[config.mk]
export PLATFORM = sky130hd
export DESIGN_NAME = mac_accum_8lane
export DESIGN_NICKNAME = d
export VERILOG_FILES = /design/src/rtl/mac_accum_8lane.sv
export SDC_FILE = /design/constraint.sdc
export NUM_CORES = 1
export LEC_CHECK = 0
export CAP_MARGIN = 20
export CORE_MARGIN = 4
export CORE_UTILIZATION = 56
export DETAILED_ROUTE_END_ITERATION = 6
export PLACE_DENSITY = 0.78
export SETUP_SLACK_MARGIN = 0.05
export SLEW_MARGIN = 20
export SYNTH_ARGS = -nofsm -noshare
export SYNTH_HDL_FRONTEND = slang
export SYNTH_SLANG_ARGS = --single-unit
[constraint.sdc]
create_clock -name clk -period 8.9 [get_ports clk]
set_input_delay 0.89 -clock clk [delete_from_list [all_inputs] [get_ports clk]]
set_output_delay 0.89 -clock clk [all_outputs]
set_load 0.02 [all_outputs]
[src/rtl/mac_accum_8lane.sv]
// 8-lane saturating group accumulator: sums ACC_LEN beats per lane; result appears one cycle after the last beat.
// in_ready drops while a finished result is held unconsumed; the open partial group then freezes.
module mac_accum_8lane #(
    parameter int ACC_LEN = 8,
    parameter int ACC_W   = 24,
    parameter int CNT_W   = 8
) (
    input  logic             clk,
    input  logic             rst,
    input  logic [15:0]      p0,
    input  logic [15:0]      p1,
    input  logic [15:0]      p2,
    input  logic [15:0]      p3,
    input  logic [15:0]      p4,
    input  logic [15:0]      p5,
    input  logic [15:0]      p6,
    input  logic [15:0]      p7,
    input  logic             in_valid,
    output logic             in_ready,
    input  logic             acc_clear,
    output logic [ACC_W-1:0] out_acc0,
    output logic [ACC_W-1:0] out_acc1,
    output logic [ACC_W-1:0] out_acc2,
    output logic [ACC_W-1:0] out_acc3,
    output logic [ACC_W-1:0] out_acc4,
    output logic [ACC_W-1:0] out_acc5,
    output logic [ACC_W-1:0] out_acc6,
    output logic [ACC_W-1:0] out_acc7,
    output logic [7:0]       out_sat,
    output logic             out_valid,
    input  logic             out_ready,
    output logic [CNT_W-1:0] beat_cnt
);

    localparam int               LANES    = 8;
    localparam logic [ACC_W-1:0] ACC_MAX  = '1;
    localparam logic [CNT_W-1:0] LAST_CNT = CNT_W'(ACC_LEN - 1);

    typedef enum logic {
        S_IDLE  = 1'b0,
        S_ACCUM = 1'b1
    } state_t;

    state_t           r_state;
    state_t           w_state_nxt;
    logic [CNT_W-1:0] r_beat_cnt;
    logic [CNT_W-1:0] w_cnt_nxt;

    logic [15:0]      w_p       [LANES];
    logic [ACC_W-1:0] r_acc     [LANES];
    logic [ACC_W-1:0] w_acc_nxt [LANES];
    logic [ACC_W-1:0] r_out_acc [LANES];
    logic [ACC_W:0]   w_sum     [LANES];

    logic [7:0]       r_sat;
    logic [7:0]       w_sat_nxt;
    logic [7:0]       r_out_sat;
    logic             r_out_valid;

    logic             w_in_ready;
    logic             w_accept;
    logic             w_last;

    assign w_p[0] = p0;
    assign w_p[1] = p1;
    assign w_p[2] = p2;
    assign w_p[3] = p3;
    assign w_p[4] = p4;
    assign w_p[5] = p5;
    assign w_p[6] = p6;
    assign w_p[7] = p7;

    // A pending result blocks new beats unless it is being drained this cycle.
    assign w_in_ready = rst && !acc_clear && (!r_out_valid || out_ready);
    assign w_accept   = in_valid && w_in_ready;
    assign w_last     = w_accept && (r_beat_cnt == LAST_CNT);

    genvar g;
    generate
        for (g = 0; g < LANES; g++) begin : g_lane
            assign w_sum[g]     = {1'b0, r_acc[g]} + (ACC_W+1)'(w_p[g]);
            assign w_acc_nxt[g] = (r_state == S_IDLE) ? ACC_W'(w_p[g])
                                : (w_sum[g][ACC_W] ? ACC_MAX : w_sum[g][ACC_W-1:0]);
            assign w_sat_nxt[g] = (r_state == S_IDLE) ? 1'b0
                                : (r_sat[g] | w_sum[g][ACC_W]);
        end
    endgenerate

    always_comb begin
        w_state_nxt = r_state;
        w_cnt_nxt   = r_beat_cnt;
        if (acc_clear) begin
            w_state_nxt = S_IDLE;
            w_cnt_nxt   = '0;
        end else if (w_accept) begin
            if (w_last) begin
                w_state_nxt = S_IDLE;
                w_cnt_nxt   = '0;
            end else begin
                w_state_nxt = S_ACCUM;
                w_cnt_nxt   = r_beat_cnt + CNT_W'(1);
            end
        end
    end

    always_ff @(posedge clk) begin
        if (!rst) begin
            r_state     <= S_IDLE;
            r_beat_cnt  <= '0;
            r_sat       <= '0;
            r_out_sat   <= '0;
            r_out_valid <= 1'b0;
            for (int i = 0; i < LANES; i++) begin
                r_acc[i]     <= '0;
                r_out_acc[i] <= '0;
            end
        end else begin
            r_state    <= w_state_nxt;
            r_beat_cnt <= w_cnt_nxt;

            if (acc_clear) begin
                r_sat <= '0;
                for (int i = 0; i < LANES; i++) r_acc[i] <= '0;
            end else if (w_accept) begin
                r_sat <= w_sat_nxt;
                for (int i = 0; i < LANES; i++) r_acc[i] <= w_acc_nxt[i];
            end

            // A completing group takes priority over draining the old result.
            if (w_last) begin
                r_out_valid <= 1'b1;
                r_out_sat   <= w_sat_nxt;
                for (int i = 0; i < LANES; i++) r_out_acc[i] <= w_acc_nxt[i];
            end else if (r_out_valid && out_ready) begin
                r_out_valid <= 1'b0;
            end
        end
    end

    assign in_ready  = w_in_ready;
    assign out_valid = r_out_valid;
    assign out_sat   = r_out_sat;
    assign beat_cnt  = r_beat_cnt;
    assign out_acc0  = r_out_acc[0];
    assign out_acc1  = r_out_acc[1];
    assign out_acc2  = r_out_acc[2];
    assign out_acc3  = r_out_acc[3];
    assign out_acc4  = r_out_acc[4];
    assign out_acc5  = r_out_acc[5];
    assign out_acc6  = r_out_acc[6];
    assign out_acc7  = r_out_acc[7];

endmodule

# Yosys cells after proc, flatten, opt, wreduce, memory -nomap -nowiden
# Memory sizes are Yosys's and may differ from the RTL's.
# Index checks and enable logic that the tools add are counted.
[classes]
n_lt_le_gt_ge = 0
n_shift = 0
muxes = 63
div = 0
addsub = 9
multipliers = 0
n_bitwise = 33
n_eq_ne = 1
n_reduce_logical = 10
[ops]
columns = ["operator", "count"]
rows = [
  ["$mux W24", 40],
  ["$add A24 B16 Y25", 8],
  ["$or A1 B1 Y1", 32],
  ["$mux W1", 22],
  ["$add A8 B1 Y8 const B", 1],
  ["$eq A8 B3 Y1 const B", 1],
  ["$mux W8", 1],
  ["$logic_and A1 B1 Y1", 5],
  ["$logic_not A1 Y1", 2],
  ["$reduce_bool A2 Y1", 1],
  ["$reduce_or A2 Y1", 1],
  ["$logic_or A1 B1 Y1", 1],
  ["$not A1 Y1", 1],
]
[word_totals]
n_memories = 2
romBits = 0
latchBits = 0
regBits = 26
wordCells = 123
ram_bits = 384
[mem_list]
columns = ["name", "depth", "word_bits", "read_ports", "rd_ports_with_merged_regs", "wr", "line_no", "source"]
rows = [
  ["r_acc", 8, 24, 8, 0, 8, "50", "logic [ACC_W-1:0] r_acc [LANES];"],
  ["r_out_acc", 8, 24, 8, 0, 8, "52", "logic [ACC_W-1:0] r_out_acc [LANES];"],
]

# Longest topological paths before layout
[logic_depth]
word_depth = 9
depth_mapped = 13

# Least setup slack after synthesis
# No wires, ideal clock.
[synth_timing]
kind = "input -> register"
from = "input acc_clear"
to = "memory r_out_acc[0][0] (enable)"
setup_slack_ps = 2101
setup_time_ps = 543
n_path_buf = 2
path_stages = 9
required_ps = 8357
arrival_time_ps = 6256
cell_sequence = "nand2b_1 > nor2_1 > and2_1 > buf_2 > nand3_1 > nor3_1 > clkbuf_1 > nor2_1 > inv_1"
[synth_lines]
columns = ["element", "line_no", "source"]
rows = [
  ["start, declared", "20", "input logic acc_clear,"],
  ["end, declared", "52", ""],
]

==> flow_summary.rst <==
.. list-table::
   :header-rows: 1

   * - Metric
     - Value
   * - Utilization of the core after routing
     - 70.5%
   * - Unrepaired setup endpoints after global routing
     - no
   * - Clock Tree Buf Depth
     - 3
   * - Port bufs
     - 342
   * - Global-route congestion overflow total
     - 0
   * - Count of maximum capacitance violations
     - 0
   * - Die H
     - 213 µm
   * - CTS Hold Bufs
     - 0
   * - Critical path buffer and inverter count
     - 2
   * - Die area
     - 45200 µm²
   * - Tmin final
     - 4870 ps
   * - Peak supply drop
     - 0.000153 V
   * - Pins Over Slew Limit
     - 0
   * - Overall power consumption
     - 5060 µW
   * - Final-report setup violation count
     - 0
   * - Clock slew seen by the registers of the worst setup and hold paths
     - 60 ps
   * - Cell chosen for the clock root
     - clkbuf_16
   * - Area of placed instances
     - 27300 µm²
   * - Iteration-0 DRC Markers
     - 1544
   * - Avg Synthesized Cell Area
     - 10.0 µm²
   * - Register area share after synthesis
     - 50.3%
   * - Share of final-layout standard cells stronger than drive strength 1
     - 5.56%
   * - TritonCTS Buffers
     - 46
   * - Wire length reported by the detailed router
     - 64200 µm
   * - Gate count of the mapped netlist
     - 2343
   * - Critical path's top delay family
     - buffers and inverters
   * - EDFF count, synth
     - 360
   * - DRC Markers
     - 0
   * - CP required
     - 8930 ps
   * - Number of sinks driven by the clock tree
     - 410
   * - Pin count of the biggest net entering global routing
     - 147
   * - Switching Share
     - 25.7%
   * - I/O Pins
     - 343
   * - Worst endpoint data arrival time
     - 4900 ps
   * - Highest net fanout along the worst path
     - 66
   * - Critical path's slowest cell
     - clkdlybuf4s50_1
   * - CTS tree
     - yes
   * - Combinational group share of total power
     - 15.7%
   * - Startpoint class of the critical path
     - input pin
   * - Average wire length per cell after detail routing
     - 20.0 µm
   * - Number of nets at the end of the flow
     - 2913
   * - Antenna-violating nets left
     - 0
   * - Number of global-route vias before repair
     - 19300
   * - Total routing resource utilization after global routing
     - 27.6%
   * - First-pass detailed-route iteration total
     - 6
   * - Actual transition at the worst max-transition pin
     - 1100 ps
   * - Top cell by count, worst path
     - nor2_1
   * - Most used flip-flop cell after synthesis
     - edfxtp_1
   * - Leakage
     - 0.0110 µW
   * - Number of vias in the routed layout
     - 19700
   * - Core area
     - 41100 µm²
   * - Maximum achievable frequency
     - 0.206 GHz
   * - Starting density of the core
     - 57.1%
   * - Global placer's final weighted congestion
     - 0.917
   * - TNS Setup
     - 0 ps
   * - Initial antenna violation count
     - 1
   * - Gates resized, CTS repair
     - 0
   * - Relative area change from synthesis to final layout
     - 23.5%
   * - Post-Route Skew
     - 18.1 ps
   * - Final period util
     - 54.7%
   * - Asr flop ratio synth
     - 0%
   * - Kind of capture point of the worst setup path
     - flip-flop
   * - Placed wire-length estimate
     - 43800 µm
   * - Net Sw Power
     - 1300 µW
   * - Status
     - finished clean
   * - Normalized max-slew margin
     - 26.5%
   * - Warnings from Yosys
     - 0
   * - Count of filler cells inserted in the layout
     - 3129
   * - Cell area after synthesis
     - 23500 µm²
   * - Latest clock arrival within the worst-skew pair
     - 570 ps
   * - Post-synthesis cell type count
     - 78
   * - Mean number of vias per cell
     - 6.14
   * - Synth Register Bits
     - 410
   * - H-tree level count
     - 2
   * - Die boundary width
     - 213 µm
   * - Synthesized Nets
     - 2613
   * - Power per Cell Area
     - 174 nW/µm²
   * - Crit Path Class
     - input pin to flip-flop
   * - Int Pwr
     - 3750 µW
   * - Clk pwr share
     - 40.4%
   * - Global-route wire length before repair
     - 101000 µm
   * - Portion of total power attributed to sequential cells
     - 43.9%
   * - Design area
     - 29000 µm²
   * - Path category of the worst min-delay check
     - flip-flop to flip-flop
   * - Setup fix buffers added after clock tree synthesis
     - 0
   * - Cell breakdown of the critical path
     - clkdlybuf4s50_1 > nand2b_1 > nor2_1 > nand2_4 > nand2_1 > nor2_1 > clkinv_2
   * - Fin. Hold Viols
     - 0
   * - Row count
     - 74
   * - Slowest cell delay on critical path
     - 1170 ps
[metrics by stage]
stage / std cells / worst slack [ps] / hold WS, ps
detailed placement: 3126 / 3400 / 442
global placement: 3126 / 3530 / 437
global route: 3214 / 3770 / 500
finish: 3214 / 4030 / 452
floorplan: 2343 / 2100 / 426
CTS: 3212 / 3980 / 457
[final timing paths]
kind	start	cells past startpoint	slack [ps]	to
setup / recovery	acc_clear	7	4030	r_acc[1][70]$_SDFFCE_PN0P_
hold / removal	r_sat[3]$_SDFFE_PP0P_	2	450	r_sat[3]$_SDFFE_PP0P_
setup reg to reg	out_valid$_SDFFE_PN0P_	6	5180	r_acc[1][70]$_SDFFCE_PN0P_
hold reg to reg	r_sat[3]$_SDFFE_PP0P_	2	450	r_sat[3]$_SDFFE_PP0P_
[layout by cell type (no fill, tap or decap), drive strengths merged, types with 47 or more instances in the layout]
cell type / synthesis / final
nor2: 410 / 410
xnor2: 53 / 53
nand3: 74 / 74
a21oi: 150 / 150
clkbuf: 93 / 57
o21ai: 140 / 140
inv: 55 / 53
a211oi: 47 / 47
edfxtp: 360 / 360
ha: 129 / 129
dfxtp: 50 / 50
nand2: 135 / 135
nor3: 64 / 64
clkdlybuf4s50: 0 / 342
xor2: 52 / 52
[registers in the layout, summed over array words and instances, names as in the netlist]
name       flops
r_out_acc    192
r_state        1
r_sat          8
out_sat        8
out_valid      1
beat_cnt       8
r_acc        192
[synth_stat cells (7+ instances only)]
cell | n | area (µm²)
a21o_1 | 37 | 278
a311oi_1 | 21 | 184
nand2_1 | 135 | 507
o22ai_1 | 43 | 269
o21ai_0 | 136 | 681
a31o_2 | 7 | 61.3
a31oi_1 | 40 | 250
a21oi_1 | 150 | 751
ha_1 | 129 | 1610
nand3_1 | 74 | 370
xnor2_1 | 53 | 464
and3_1 | 32 | 200
nor3_1 | 63 | 315
o31a_1 | 7 | 61.3
fa_1 | 8 | 160
dfxtp_1 | 50 | 1000
nor4_1 | 9 | 56.3
clkbuf_1 | 93 | 349
nor2b_1 | 22 | 138
and2_1 | 34 | 213
o221a_2 | 10 | 113
a211oi_1 | 46 | 345
nand2b_1 | 40 | 250
nand3b_1 | 8 | 60.1
xor2_1 | 52 | 455
or3_1 | 16 | 100
nor2_1 | 409 | 1540
mux2i_1 | 28 | 280
nand4_1 | 21 | 131
o21bai_1 | 7 | 52.6
o21a_1 | 18 | 135
inv_1 | 55 | 206
or2_2 | 12 | 75.1
edfxtp_1 | 360 | 10800
o211ai_1 | 19 | 143
[routing by layer]
layer  routed length [µm]  global-route usage [%]  part of all wire (%)
met4                 2610                    11.0                   4.1
met2                29800                    44.8                    46
met1                26600                    37.1                    41
met3                 5210                    5.22                   8.1
met5                    0                       0                     0
[area by class of cell]
type                    instances  area [µm²]  area share (%)
diodes                          1        2.50         0.00864
clock buffers                  57        1340            4.62
clock inverters                29         312            1.08
inverters                      56         224           0.773
multi-input cells            1772       11100            38.2
flip-flops and latches        410       11800            40.8
well taps                     532         666            2.30
repair buffers                357        3550            12.2
[power by group through the flow]
stage | registers (µW) | logic (µW) | clock network, µW
after floorplan | 2300 | 470 | 0
after global placement | 2250 | 761 | 0
after global routing | 2230 | 867 | 2160
final | 2220 | 794 | 2040
after CTS | 2220 | 788 | 2080
after detailed placement | 2260 | 780 | 0
[logic make-up after synthesis]
| logic type | synth area share [%] |
|---|---|
| buffers and inverters | 2.69 |
| multiplexers | 1.24 |
| AND/OR/NAND/NOR | 17.6 |
| adder cells (fa/ha/maj) | 7.56 |
| XOR/XNOR | 3.92 |
| flip-flops | 50.3 |
| AO/OA/AOI/OAI | 16.7 |
[worst min-delay path, stage by stage, from the launching register on]
cell and delay, ps:
dfxtp_1 320, nand2_1 40, o21ai_0 50
No activity file was read; power rests on OpenSTA's default activity.
